==> config.mk <==
export PLATFORM = sky130hd
export DESIGN_NAME = buf_chain_delay_meter
export DESIGN_NICKNAME = d
export VERILOG_FILES = /design/src/rtl/buf_chain_delay_meter.sv
export SDC_FILE = /design/constraint.sdc
export NUM_CORES = 1
export LEC_CHECK = 0
export CORE_MARGIN = 5
export CORE_UTILIZATION = 50
export CTS_BUF_LIST = sky130_fd_sc_hd__clkbuf_16
export DETAILED_ROUTE_END_ITERATION = 16
export HOLD_SLACK_MARGIN = 0.05
export PLACE_DENSITY = 0.79
export SKIP_LAST_GASP = 1
export SYNTH_ARGS = -nofsm -noshare
export SYNTH_HDL_FRONTEND = slang
export SYNTH_SLANG_ARGS = --single-unit
export TNS_END_PERCENT = 1
==> constraint.sdc <==
create_clock -name clk -period 6.1 [get_ports clk]
set_input_delay 1.83 -clock clk [delete_from_list [all_inputs] [get_ports clk]]
set_output_delay 1.83 -clock clk [all_outputs]
set_load 0.01 [all_outputs]
==> src/rtl/buf_chain_delay_meter.sv <==
// Launch/capture controller for an external buffer-chain delay line.
// Toggles the chain input, synchronizes the chain output back into clk,
// and counts mismatch cycles until the launched edge returns. Repeats for
// a programmable number of trials with alternating edge polarity.
//
// Handshake: start is a level sampled only while IDLE; one accepted start
// produces exactly one done pulse, and busy covers the cycles in between.
module buf_chain_delay_meter #(
    parameter int CNT_W       = 16,
    parameter int TR_W        = 4,
    parameter int SYNC_STAGES = 2
) (
    input  logic                  clk,
    input  logic                  rst_n,
    input  logic                  start,
    input  logic [TR_W-1:0]       trials,
    output logic                  launch,
    input  logic                  ret,
    output logic                  busy,
    output logic                  done,
    output logic                  timeout,
    output logic [CNT_W-1:0]      last,
    output logic [CNT_W+TR_W-1:0] acc
);

    typedef enum logic [2:0] {
        S_IDLE   = 3'd0,
        S_ARM    = 3'd1,
        S_LAUNCH = 3'd2,
        S_WAIT   = 3'd3,
        S_DONE   = 3'd4
    } state_t;

    // A mismatch seen while the counter holds this value would push it to
    // the all-ones limit, so that cycle aborts instead of incrementing.
    localparam logic [CNT_W-1:0] CNT_LAST = {{(CNT_W-1){1'b1}}, 1'b0};

    state_t                  state_q, state_n;
    logic [CNT_W-1:0]        cnt_q, cnt_n;
    logic [TR_W-1:0]         idx_q, idx_n;
    logic [TR_W-1:0]         tgt_q, tgt_n;
    logic [SYNC_STAGES-1:0]  sync_q;
    logic                    launch_n, timeout_n;
    logic [CNT_W-1:0]        last_n;
    logic [CNT_W+TR_W-1:0]   acc_n;
    logic                    busy_n, done_n;
    logic                    ret_s, mismatch;
    logic [TR_W-1:0]         idx_inc;

    assign ret_s    = sync_q[SYNC_STAGES-1];
    assign mismatch = (ret_s != launch);
    assign idx_inc  = idx_q + TR_W'(1);

    // Synchronizer for the asynchronous chain output.
    always_ff @(posedge clk or negedge rst_n) begin
        if (!rst_n) begin
            sync_q <= '0;
        end else begin
            sync_q <= {sync_q[SYNC_STAGES-2:0], ret};
        end
    end

    // State and datapath registers; every output is a flop.
    always_ff @(posedge clk or negedge rst_n) begin
        if (!rst_n) begin
            state_q <= S_IDLE;
            cnt_q   <= '0;
            idx_q   <= '0;
            tgt_q   <= '0;
            launch  <= 1'b0;
            timeout <= 1'b0;
            last    <= '0;
            acc     <= '0;
            busy    <= 1'b0;
            done    <= 1'b0;
        end else begin
            state_q <= state_n;
            cnt_q   <= cnt_n;
            idx_q   <= idx_n;
            tgt_q   <= tgt_n;
            launch  <= launch_n;
            timeout <= timeout_n;
            last    <= last_n;
            acc     <= acc_n;
            busy    <= busy_n;
            done    <= done_n;
        end
    end

    // Next-state and datapath updates for the measurement sequence.
    always_comb begin
        state_n   = state_q;
        cnt_n     = cnt_q;
        idx_n     = idx_q;
        tgt_n     = tgt_q;
        launch_n  = launch;
        timeout_n = timeout;
        last_n    = last;
        acc_n     = acc;
        case (state_q)
            S_IDLE: begin
                if (start) begin
                    acc_n     = '0;
                    last_n    = '0;
                    timeout_n = 1'b0;
                    idx_n     = '0;
                    cnt_n     = '0;
                    tgt_n     = (trials == '0) ? TR_W'(1) : trials;
                    state_n   = S_ARM;
                end
            end
            S_ARM: begin
                // Chain must settle to the current launch level first.
                if (mismatch) begin
                    if (cnt_q == CNT_LAST) begin
                        timeout_n = 1'b1;
                        state_n   = S_DONE;
                    end else begin
                        cnt_n = cnt_q + CNT_W'(1);
                    end
                end else begin
                    cnt_n   = '0;
                    state_n = S_LAUNCH;
                end
            end
            S_LAUNCH: begin
                launch_n = ~launch;
                state_n  = S_WAIT;
            end
            S_WAIT: begin
                if (mismatch) begin
                    if (cnt_q == CNT_LAST) begin
                        timeout_n = 1'b1;
                        state_n   = S_DONE;
                    end else begin
                        cnt_n = cnt_q + CNT_W'(1);
                    end
                end else begin
                    last_n  = cnt_q;
                    acc_n   = acc + (CNT_W+TR_W)'(cnt_q);
                    idx_n   = idx_inc;
                    cnt_n   = '0;
                    state_n = (idx_inc == tgt_q) ? S_DONE : S_LAUNCH;
                end
            end
            S_DONE: begin
                state_n = S_IDLE;
            end
            default: begin
                state_n = S_IDLE;
            end
        endcase
        busy_n = (state_n == S_ARM) || (state_n == S_LAUNCH) || (state_n == S_WAIT);
        done_n = (state_n == S_DONE);
    end

endmodule

# Yosys cells after proc, flatten, opt, wreduce, memory -nomap -nowiden
# Index checks and enable logic that the tools add are counted.
# W data, S select, Z words.
[word_totals]
register_bits = 69
inputBits = 8
[op_classes]
n_addsub = 3
n_eq_ne = 15
n_mux = 23
n_bitwise = 1
n_reduce_logical = 11
[op_table]
columns = ["operator", "n"]
rows = [
  ["$mux W16", 4],
  ["$pmux W16 S2", 2],
  ["$mux W20", 2],
  ["$pmux W20 S2", 1],
  ["$add A20 B16 Y20", 1],
  ["$add A16 B1 Y16 const B", 1],
  ["$eq A16 B16 Y1 const B", 1],
  ["$mux W3", 5],
  ["$eq A3 B2 Y1 const B", 4],
  ["$mux W4", 3],
  ["$pmux W3 S4", 1],
  ["$pmux W4 S2", 1],
  ["$eq A3 B1 Y1 const B", 2],
  ["$reduce_and A3 Y1", 2],
  ["$add A4 B1 Y4 const B", 1],
  ["$eq A4 B4 Y1", 1],
  ["$logic_not A4 Y1", 1],
  ["$ne A2 B1 Y1 const B", 2],
  ["$ne A2 B2 Y1 const B", 2],
  ["$reduce_and A4 Y1", 1],
  ["$reduce_bool A2 Y1", 2],
  ["$eq A3 B3 Y1 const B", 1],
  ["$logic_not A3 Y1", 1],
  ["$mux W1", 3],
  ["7 further kinds", 8],
]

# Logic depth before layout (Yosys ltp)
# Gate-level depths: netlist (run 1).
[logic_depth]
ltp_word = 8
mapped_depth = 9

# Least setup slack after synthesis (run 1)
# No wires, ideal clock.
[synth_timing]
path_type = "input -> register"
startpoint = "input start"
endpoint = "register cnt_q[12]"
setup_ps = 78
arrival_time_ps = 2955
t_required_ps = 6022
path_slack_ps = 3068
path_stages = 5
n_path_buf = 0
cell_sequence = "nor2b_1 -> nor2_1 -> a311o_2 -> or3_1 -> a21oi_1"
[synth_via]
elab_chain_cells = 2
[synth_lines]
columns = ["element", "line", "source"]
rows = [
  ["start, declared", "15", "input logic start,"],
  ["$ne A2 B2 Y1 (no source line)", "n/a", ""],
  ["$reduce_and A3 Y1 (no source line)", "n/a", ""],
  ["end signal, assigned", "78", "cnt_q <= cnt_n;"],
  ["end, declared", "39", "logic [CNT_W-1:0] cnt_q, cnt_n;"],
]
# Every way passes these cells.
# A chain may end at the register's enable or synchronous reset.

# Worst setup path after layout (run 1)
[layout_timing]
startpoint = "input start"
endpoint = "register acc[14]"
[layout_via]
elab_chain_cells = 2
[layout_lines]
columns = ["element", "line", "source"]
rows = [
  ["$ne A2 B2 Y1 (no source line)", "n/a", ""],
  ["$reduce_and A3 Y1 (no source line)", "n/a", ""],
  ["end signal, assigned", "84", "acc <= acc_n;"],
  ["end, declared", "23", "output logic [CNT_W+TR_W-1:0] acc"],
]
# Every way passes these cells.

==> results.txt, run 1 <==
- Number of H-tree branching levels: 3
- In this run, synthesis produced a sequential element count of 69.
- After legalization and detailed placement, the total HPWL measured 6083 um.
- Measured along the x axis, the die boundary spans 97.85 um.
* Number of enable-type register cells in the synthesized netlist: 0
- In this run the most used layer during global routing was met2.
- CTS tree: yes
- The die covers 9575 sq um.
- CP required: 6.31 ns
* Total number of placement rows: 32
- Setup repair after global routing missed its margin: false
* Number of fillers in the final layout: 626
- Antenna Violating Nets Remaining: 0
* Category of the most critical setup path: input pin to flop
- In this run, distinct cell masters in the synthesized netlist total 55.
* Most used standard cell by instance count after synthesis: dfrtp_1
* Synthesis-to-layout area growth: 22.15%
* Internal power: 1.225 mW
* Area of the core region: 7607 sq um
- Maximum clock path buffer count: 2
- Measured against its own limit, the worst slew margin works out to 0.3219.
- Synthesis produced 419 cells.
- Of the synthesized area, sequential elements account for 0.4475.
* Routed wire length: 8810 um
- Entering global routing, the biggest net connects 70 pins.
* Clock input transition at the sequential cells of the worst setup and hold paths: 0.05 ns
- The startpoint identified for the worst hold timing path is sync_q[0]$_DFF_PN0_.
- Max frequency: 0.2621 GHz
- The tightest min-delay check is of the flop to flop type.
* Cell types with the highest counts after synthesis: 69 x dfrtp_1, 59 x nand2_1, 45 x nand3_1
- First-pass GRT wire length: 14930 um
- Buffers inserted during clock tree synthesis total 9.
- Critical Path Start: start
- Worst Max-Slew Pin Slew: 1.015 ns
- Cells taking the most area after synthesis: dfrtp_1 45%, ha_1 6.2%, nand3_1 5.8%
- Switching power summed over all nets: 751.7 uW
- Final weighted congestion of routability-driven global placement: 0.8655
- Global Route Usage Sum: 0.1904
- Drt first pass iters: 4
- Summed instance area of the synthesized netlist: 3859 sq um
* Synth Flop Type: dfrtp_1
- Sum of overflow across all layers after global routing: 0
* Shortest period the worst path allows: 3.815 ns
- Share of flip-flops with an asynchronous set or reset after synthesis: 1.000
- The number of pins with negative max-slew slack in the final report is 0.
- Part of the power in combinational logic: 0.389
* Critical path startpoint category: input pin
- Crit Reg-Reg Startpoint: state_q[0]$_DFF_PN0_
- Sum of negative setup slack: 0 ns
* Top cell type by total area after synthesis: dfrtp_1
- The cell sitting at the root of the clock tree is a clkbuf_16.
- Flop pwr share: 0.339
- Dividing the detail-routed wire length by the instance count gives 15.46 um.
- For met1 alone, demand over resource in global routing was 0.2538.
- Switching share of power: 0.3803
* Ant diodes: 0
- YS warnings: 0
- Per-instance average area after synthesis: 9.209 sq um
- The initial antenna violation count came to 0.
- Total DRC errors in the routed layout: 0
- Crit. End Element: flop
- Initial Util: 0.5072
- STA puts the critical path data arrival time at 4.02 ns.
- For this design the top-level I/O count stands at 48.
* Period Utilization, post-route: 0.6254
- Across the VDD grid, the largest voltage drop is 0.2606 mV.
- Top-area cell type share of the netlist area: 0.4475
- Post-synth net total: 447
- In this run the power density over the cells is 419.4 nW/um^2.
- Leakage power: 2.159 nW
- Post-CTS setup buffer count: 0
- Once the clock tree was built, the resizer swapped 0 gates to a different size.
* Post-Route Utilization: 0.6196
* Clock Power Share: 0.272
- CTS Hold Bufs: 0
- The count of endpoints failing hold in the final timing report came to 0.
* Port buffer count: 47
- Detail-routed via count per cell: 5.758
- Worst Path Max Fanout: 29
* Via count: 3282
- Final critical-path setup slack: 2.285 ns
- In the global route stage, met2 resource usage came out at 0.3037.
* Layout cell share with drive strength beyond 1: 0.06197
- Number of design-rule violations left by the first detailed-router iteration: 231
- Final setup fails: 0
* Worst-case clock skew: 0.004481 ns
- Measured along the y axis, the die boundary spans 97.85 um.
- GR met3 Demand/Resource: 0.04857
- The tool flagged a number of max-cap violations equal to 0.
* Clock sink count: 69
- Prior to clock tree synthesis, the placed netlist has a worst setup slack of 1.973 ns.
- Clock network latency to the later pin of the worst-skew pair: 0.33 ns
- At the end of the flow, the number of nets in the layout was 491.
- The number of global-route vias before repair is 3167.
- Outcome: finished clean
sequential cells by signal (all words and copies together), names as in the netlist:
| register | cells |
|---|---|
| cnt_q | 16 |
| tgt_q | 4 |
| state_q | 3 |
| done | 1 |
| idx_q | 4 |
| launch | 1 |
| last | 16 |
| acc | 20 |
| busy | 1 |
| sync_q | 2 |
| timeout | 1 |
critical path, stage by stage:
cell and delay [ns]:
clkdlybuf4s50_1 0.49, nor2b_1 0.25, nand2_1 0.64, and3_1 0.47, a311oi_1 0.24, nand3b_1 0.10
path summary, 6_finish.rpt:
| kind | end | slack, ns | cells past startpoint |
|---|---|---|---|
| min | sync_q[1]$_DFF_PN0_ | 0.36 | 0 |
| max reg2reg | acc[19]$_DFFE_PN0P_ | 3.54 | 5 |
| min reg2reg | sync_q[1]$_DFF_PN0_ | 0.36 | 0 |
| max | acc[14]$_DFFE_PN0P_ | 2.28 | 6 |
| min in group asynchronous | launch$_DFFE_PN0P_ | 1.68 | 2 |
| max in group asynchronous | cnt_q[14]$_DFFE_PN0P_ | 3.84 | 2 |
power groups by stage:
stage,combinational [mW],sequential (mW),clock [mW]
3_3_place_gp,0.739,0.671,0
5_1_grt,0.856,0.688,0.559
4_1_cts,0.771,0.670,0.543
6_report,0.769,0.670,0.538
2_1_floorplan,0.512,0.671,0
3_5_place_dp,0.763,0.676,0
per-layer routing:
metal  vias to the layer above  share of wire
li1                       1607              -
met1                      1548           0.45
met2                       113           0.48
met3                        14          0.055
met4                         0          0.016
met5                         -              0
area by class of cell:
class / count / area, sq um / share of cell area
multi-input cells: 325 / 2034 / 0.4316
repair buffers: 50 / 488.0 / 0.1035
clock inverters: 7 / 81.33 / 0.01726
inverters: 8 / 30.03 / 0.006371
well taps: 102 / 127.6 / 0.02708
clock buffers: 9 / 225.2 / 0.04778
flip-flops and latches: 69 / 1727 / 0.3663
through the flow:
stage	std cells	area [sq um]	total power, mW	hold slack, ns
global placement	554	4407	1.410	0.3394
global route	570	4713	2.103	0.3756
floorplan	419	3859	1.183	0.3312
detailed placement	554	4407	1.439	0.3457
CTS	570	4713	1.984	0.3682
finish	570	4713	1.977	0.3606
logic make-up (layout without fill, tap and decap cells):
| family | count (synthesis) | count (layout) | synth area share |
|---|---|---|---|
| xor gates and xnor gates | 21 | 21 | 0.04961 |
| and+or+nand+nor | 179 | 179 | 0.2270 |
| adders and majority gates | 20 | 20 | 0.06680 |
| DFF | 69 | 69 | 0.4475 |
| buffers and inverters | 25 | 74 | 0.02659 |
| muxes | 8 | 8 | 0.02172 |
| AOI/OAI and AO/OA | 97 | 97 | 0.1608 |
layout by cell type, fill, tap and decap left out, types with 6 or more instances in the layout:
master           instances
a21o_1                   6
o21ai_0                 36
dfrtp_1                 69
o31ai_1                  7
nand2_1                 59
clkbuf_16                9
clkdlybuf4s50_1         46
nand4_1                 11
nor3_1                   6
xor2_1                  12
a21oi_1                 17
nand3_1                 44
nor2_1                  25
inv_1                    9
nand2b_1                 6
and3_1                   6
ha_1                    19
xnor2_1                  8
Power figures use the tool's default switching activity.
==> run 2, diff against run 1 <==
==> constraint.sdc (replaced) <==
create_clock -name clk -period 3.9 [get_ports clk]
set_input_delay 1.17 -clock clk [delete_from_list [all_inputs] [get_ports clk]]
set_output_delay 1.17 -clock clk [all_outputs]
set_load 0.01 [all_outputs]
==> results.txt, run 2 (synthesized netlist as in run 1, its figures left out) <==
* Outcome: finished clean
* Worst Max-Slew Pin Slew: 0.9760 ns
- Die height: 97.85 um
- Measured against its own limit, the worst slew margin works out to 0.3493.
- Of the total power, the share spent switching nets is 0.3797.
- Switching power summed over all nets: 1.187 mW
- Worst hold path endpoint: sync_q[1]$_DFF_PN0_
- The worst hold path was traced through 0 stages.
- The library cells used most frequently in the layout, excluding fill and tap cells, are 69 x dfrtp_1, 59 x nand2_1, 46 x clkdlybuf4s50_1.
* Maximum clock path buffer count: 2
* Critical Path Max Stage Delay: 0.59 ns
- Final setup fails: 0
- Timing would allow up to 0.3533 GHz.
- At the end of routability-driven placement, the weighted congestion stood at 0.9039.
- The count of endpoints failing hold in the final timing report came to 0.
- Dividing total power by cell area gives a power density of 658.0 nW/um^2.
- Number of fillers in the final layout: 643
* Category of the most critical setup path: input pin to flop
- The largest individual stage delay along the critical path comes from the cell a311oi_2.
* Clock Power Share: 0.277
* Flop pwr share: 0.335
- Worst IR Drop VDD: 0.4520 mV
- Worst-path cell chain: clkdlybuf4s50_1 -> nor2b_1 -> nor2_1 -> a311oi_2 -> nand4_1 -> xor2_1 -> nor2_1
- I/O pin count: 48
* Routed wire length: 8925 um
- Clock input transition at the sequential cells of the worst setup and hold paths: 0.06 ns
* Port buffer count: 47
- The routed layout has 3344 vias.
- The register with the most flip-flops in the layout has 20 of them.
* Crit Reg-Reg Startpoint: state_q[0]$_DFF_PN0_
* Worst endpoint data arrival time: 3.05 ns
* Global Route Usage Sum: 0.1925
- Class of the tightest hold or removal check: flop to flop
- Hold repair after CTS inserted 0 buffers.
* Reg2Reg Setup Slack: 1.43 ns
- The first global-routing pass estimated 15300 um of wire.
- After global routing the overflow that remains totals 0.
- Clock sink count: 69
- Number of global-route vias before repair: 3303
* Synthesis-to-layout area growth: 23.15%
- CTS built an H-tree with a depth of 3.
- Subtracting the final worst setup slack from the clock period gives 2.831 ns.
* Hold wc startpoint: sync_q[0]$_DFF_PN0_
* Total DRC errors in the routed layout: 0
- Setup repair after global routing missed its margin: false
- Maximum Capacitance Violations: 0
- HPWL reported at the end of detailed placement: 6124 um
- Number of antenna violations at the first check in global routing: 0
* Clock network latency to the later pin of the worst-skew pair: 0.33 ns
- In this run the remaining antenna-violating nets after routing total 0.
- Across all setup checks in the final design, the least slack found is 1.069 ns.
* Worst path top cell family by delay: compound AO/OA/AOI/OAI gates
* Part of the power in combinational logic: 0.388
- CTS Root Buffer Type: clkbuf_16
* Worst-case clock skew: 0.006266 ns
- In the final routed layout, each cell accounts on average for 15.55 um.
* Post-CTS setup buffer count: 0
- Pre-CTS WS: 0.8025 ns
- Among the stages of the critical path, the cell type that occurs most often is nor2_1.
- After floorplanning, the core was divided into 32 placement rows.
- Post-Route Utilization: 0.6247
- TritonCTS built the clock tree.
* Leading registers by flop count: acc x20, cnt_q x16, last x16
- Area of the core region: 7607 sq um
- Counting cells, the worst reg-to-reg path comes to 6.
* Area of the die: 9575 sq um
* Top reg by flops: acc
- STA classifies the critical path endpoint as a flop.
- Initial Util: 0.5072
* Most common library cell in the layout ignoring fill and taps: dfrtp_1
- Worst Path Max Fanout: 8
- From left edge to right edge, the die measures 97.85 um.
- Leakage power: 2.173 nW
- Final hold analysis gives a worst-case slack of 0.3540 ns.
* Number of design-rule violations left by the first detailed-router iteration: 234
- The number of antenna diodes in the final layout is 0.
- In the final design database the tool counted 495 nets.
* Sum of negative setup slack: 0 ns
* Internal power: 1.939 mW
* Period Utilization, post-route: 0.7258
- Pin count of the biggest net entering global routing: 46
* Drt first pass iters: 4
* CP required: 4.12 ns
- Of the cells placed in the final design, the portion with a size suffix greater than 1 is 0.07627.
- Clock tree synthesis inserted a total of 9 buffers.
- Critical path startpoint category: input pin
- Buffering stage count on the worst path with inverters included: 1
- The worst register-to-register path ends at acc[19]$_DFFE_PN0P_.
- Final-report max-slew violation count: 0
- Dividing the detail-routed via count by the number of cells gives 5.826.
- CTS resizes: 0
run 2: worst max path at each step:
stage	cells past startpoint	end	startpoint	slack (ns)
final	7	cnt_q[11]$_DFFE_PN0P_	start	1.07
after global routing	7	cnt_q[11]$_DFFE_PN0P_	start	0.98
after CTS	7	cnt_q[11]$_DFFE_PN0P_	start	1.10
after detailed placement	7	cnt_q[10]$_DFFE_PN0P_	start	0.80
after global placement	7	cnt_q[7]$_DFFE_PN0P_	start	0.86
after floorplan	5	cnt_q[12]$_DFFE_PN0P_	start	1.53
run 2: power groups by stage:
stage | Combinational (mW) | Sequential [mW] | Clock [mW]
after CTS | 1.21 | 1.04 | 0.872
after global routing | 1.36 | 1.07 | 0.900
after detailed placement | 1.20 | 1.05 | 0
after global placement | 1.17 | 1.05 | 0
after floorplan | 0.801 | 1.05 | 0
final | 1.21 | 1.05 | 0.866
run 2: layer usage:
layer / part of all wire / up-vias / GRT usage / wire [um]
met2: 0.48 / 101 / 0.3010 / 4298
li1: - / 1624 / - / -
met1: 0.45 / 1605 / 0.2618 / 3993
met5: 0 / - / 0 / 0
met4: 0.018 / 0 / 0.08839 / 163
met3: 0.053 / 14 / 0.03357 / 469
run 2: area by class of cell:
class / instances / area (sq um) / area share
multi-input cells: 325 / 2034 / 0.4281
flip-flops and latches: 69 / 1727 / 0.3633
repair buffers: 54 / 518.0 / 0.1090
clock buffers: 9 / 225.2 / 0.04739
well taps: 102 / 127.6 / 0.02686
clock inverters: 7 / 90.09 / 0.01896
inverters: 8 / 30.03 / 0.006319
run 2: metrics by stage:
step	instance area, sq um	power (mW)	instances
after CTS	4752	3.131	574
after detailed placement	4437	2.257	558
final	4752	3.127	574
after global routing	4752	3.335	574
after global placement	4437	2.223	558
after floorplan	3859	1.850	419
run 2: worst reg2reg max path, cell delays in order, from the launching register on:
cell and delay [ns]:
dfrtp_1 0.50, nor2b_1 0.51, and3_1 0.52, buf_4 0.28, nand4_1 0.11, o21ai_0 0.24, mux2i_1 0.22
==> run 3, diff against run 2 <==
==> constraint.sdc (replaced) <==
create_clock -name clk -period 2.9 [get_ports clk]
set_input_delay 0.87 -clock clk [delete_from_list [all_inputs] [get_ports clk]]
set_output_delay 0.87 -clock clk [all_outputs]
set_load 0.01 [all_outputs]
==> results.txt, run 3 (synthesized netlist as in run 1, its figures left out) <==
- Summed over all cells, the static leakage comes to 2.188 nW.
- The clock tree synthesis step divided the H-tree into 3 levels.
- Num CTS Buffers: 9
* Average wire per cell in the routed design: 15.60 um
* Antenna Violating Nets Remaining: 0
- The critical path in this run is classified as input pin to flop.
- Routed wire length: 9014 um
- Total number of placement rows: 32
- In the routed design, unresolved DRC markers number 0.
- The min-delay analysis places its worst path in the category flop to flop.
- Internal power: 2.645 mW
* Final critical-path setup slack: 0.4157 ns
* Drt first pass iters: 4
- Counting along the longest clock path gives a buffer depth of 2.
* Part of the power in combinational logic: 0.399
- Pin count of the biggest net entering global routing: 42
- The first global-routing pass estimated 15560 um of wire.
- Setup violations remaining at the end of the flow were counted as 0.
* Flop pwr share: 0.330
* Max reg flops: 20
* Layout cell share with drive strength beyond 1: 0.07983
- Pre-CTS WS: 0.1720 ns
- The initial antenna violation count is 0.
- Leading registers by flop count: acc x20, cnt_q x16, last x16
- Sum of overflow across all layers after global routing: 0
* Initial Util: 0.5072
- Die height: 97.85 um
* Final-report max-slew violation count: 0
* Ant diodes: 0
- Based on the critical path, the design can be clocked at up to 0.4025 GHz.
* Post-Layout Inst Area: 4795 sq um
- The region available for standard cell placement spans 7607 sq um.
- After detailed routing, the number of vias per cell comes to 5.785.
- I/O pin count: 48
- Most common library cell in the layout ignoring fill and taps: dfrtp_1
- Total power consumption of the routed design: 4.266 mW
- The count of endpoints failing hold in the final timing report came to 0.
* CTS resizes: 0
* Layout Nets: 499
- Critical path startpoint category: input pin
- The library cells used most frequently in the layout, excluding fill and tap cells, are 69 x dfrtp_1, 59 x nand2_1, 46 x clkdlybuf4s50_1.
- Setup repair after global routing left no endpoint under its margin.
* Area of the die: 9575 sq um
* Number of design-rule violations left by the first detailed-router iteration: 195
- Sum of negative setup slack: 0 ns
- Data on the critical path arrives at its endpoint at 2.67 ns.
- Shortest period the worst path allows: 2.484 ns
* Worst-case clock skew: 0.005279 ns
* Worst Max-Slew Pin Slew: 0.6780 ns
- Across the run, the number of max-cap violations was 0.
* Period Utilization, post-route: 0.8566
- acc holds more flip-flops than any other register.
* Crit. End Element: flop
- Post-CTS setup buffer count: 0
- Compared with the post-synthesis result, the final layout area differs by 24.25%.
- Register area: 1727 sq um
- CTS Hold Bufs: 0
- Clock sink count: 69
* Outcome: finished clean
- CP required: 3.09 ns
- Area of the multi-input gates: 2034 sq um
- Number of global-route vias before repair: 3312
- At the end of the flow the core is filled with cells to 0.6303.
- After filler insertion, the fill cell instance count of the layout stands at 637.
* CTS tree: yes
- Final weighted congestion of routability-driven global placement: 0.8963
- Clock input transition at the sequential cells of the worst setup and hold paths: 0.06 ns
- The tree is rooted in a clkbuf_16.
- In this run the worst path has a maximum fanout of 9.
- Clock network latency to the later pin of the worst-skew pair: 0.33 ns
- Port buffer count: 47
- Clock Power Share: 0.271
- For this run, the total global-route usage over all layers was measured as 0.1957.
- Via count: 3344
* Power density over cell area: 889.8 nW/um^2
- Placement Cell Area: 4479 sq um
- IR analysis of the VDD net gives a maximum drop of 0.4927 mV.
- HPWL reported at the end of detailed placement: 6417 um
* Switching power summed over all nets: 1.622 mW
* Switching share of power: 0.3801
* Die width: 97.85 um
- In this run the tightest slew margin relative to its limit is 0.5480.
==> run 3: critical path, stage by stage <==
cell and delay (ns):
clkdlybuf4s50_1 0.50, nor2b_1 0.23, nor2_1 0.10, a311o_2 0.45, o311ai_0 0.38, o21ai_0 0.15
==> run 3: per-stage QoR <==
step	cells	hold slack (ns)
after global placement	562	0.3340
final	578	0.3502
after detailed placement	562	0.3387
after floorplan	419	0.3312
after global routing	578	0.3690
after CTS	578	0.3518
==> run 3: power by group through the flow <==
stage          clock network, mW  registers (mW)  logic (mW)
2_1_floorplan                  0            1.41        1.08
6_report                    1.16            1.41        1.70
4_1_cts                     1.17            1.41        1.71
3_3_place_gp                   0            1.41        1.63
5_1_grt                     1.22            1.44        1.89
3_5_place_dp                   0            1.42        1.69
==> run 3: metal layers <==
| metal | part of all wire | global-route usage | up-vias |
|---|---|---|---|
| li1 | - | - | 1619 |
| met3 | 0.061 | 0.04571 | 12 |
| met2 | 0.48 | 0.3215 | 102 |
| met4 | 0.011 | 0.05964 | 0 |
| met1 | 0.44 | 0.2578 | 1611 |
| met5 | 0 | 0 | - |
==> run 3: path summary, 6_finish.rpt <==
| check | startpoint | depth (start not counted) | slack, ns | endpoint |
|---|---|---|---|---|
| min in group asynchronous | rst_n | 1 | 0.58 | sync_q[0]$_DFF_PN0_ |
| setup reg to reg | cnt_q[0]$_DFFE_PN0P_ | 9 | 0.46 | acc[12]$_DFFE_PN0P_ |
| setup / recovery | start | 6 | 0.42 | cnt_q[5]$_DFFE_PN0P_ |
| max in group asynchronous | rst_n | 2 | 1.68 | last[11]$_DFFE_PN0P_ |
| hold / removal | sync_q[0]$_DFF_PN0_ | 0 | 0.35 | sync_q[1]$_DFF_PN0_ |
| hold reg to reg | sync_q[0]$_DFF_PN0_ | 0 | 0.35 | sync_q[1]$_DFF_PN0_ |
==> run 3: layout make-up <==
class | count | share of cell area
Sequential cell | 69 | 0.3601
Clock buffer | 9 | 0.04697
Multi-Input combinational cell | 325 | 0.4243
Inverter | 8 | 0.006263
Tap cell | 102 | 0.02662
Timing Repair Buffer | 58 | 0.1169
Clock inverter | 7 | 0.01879
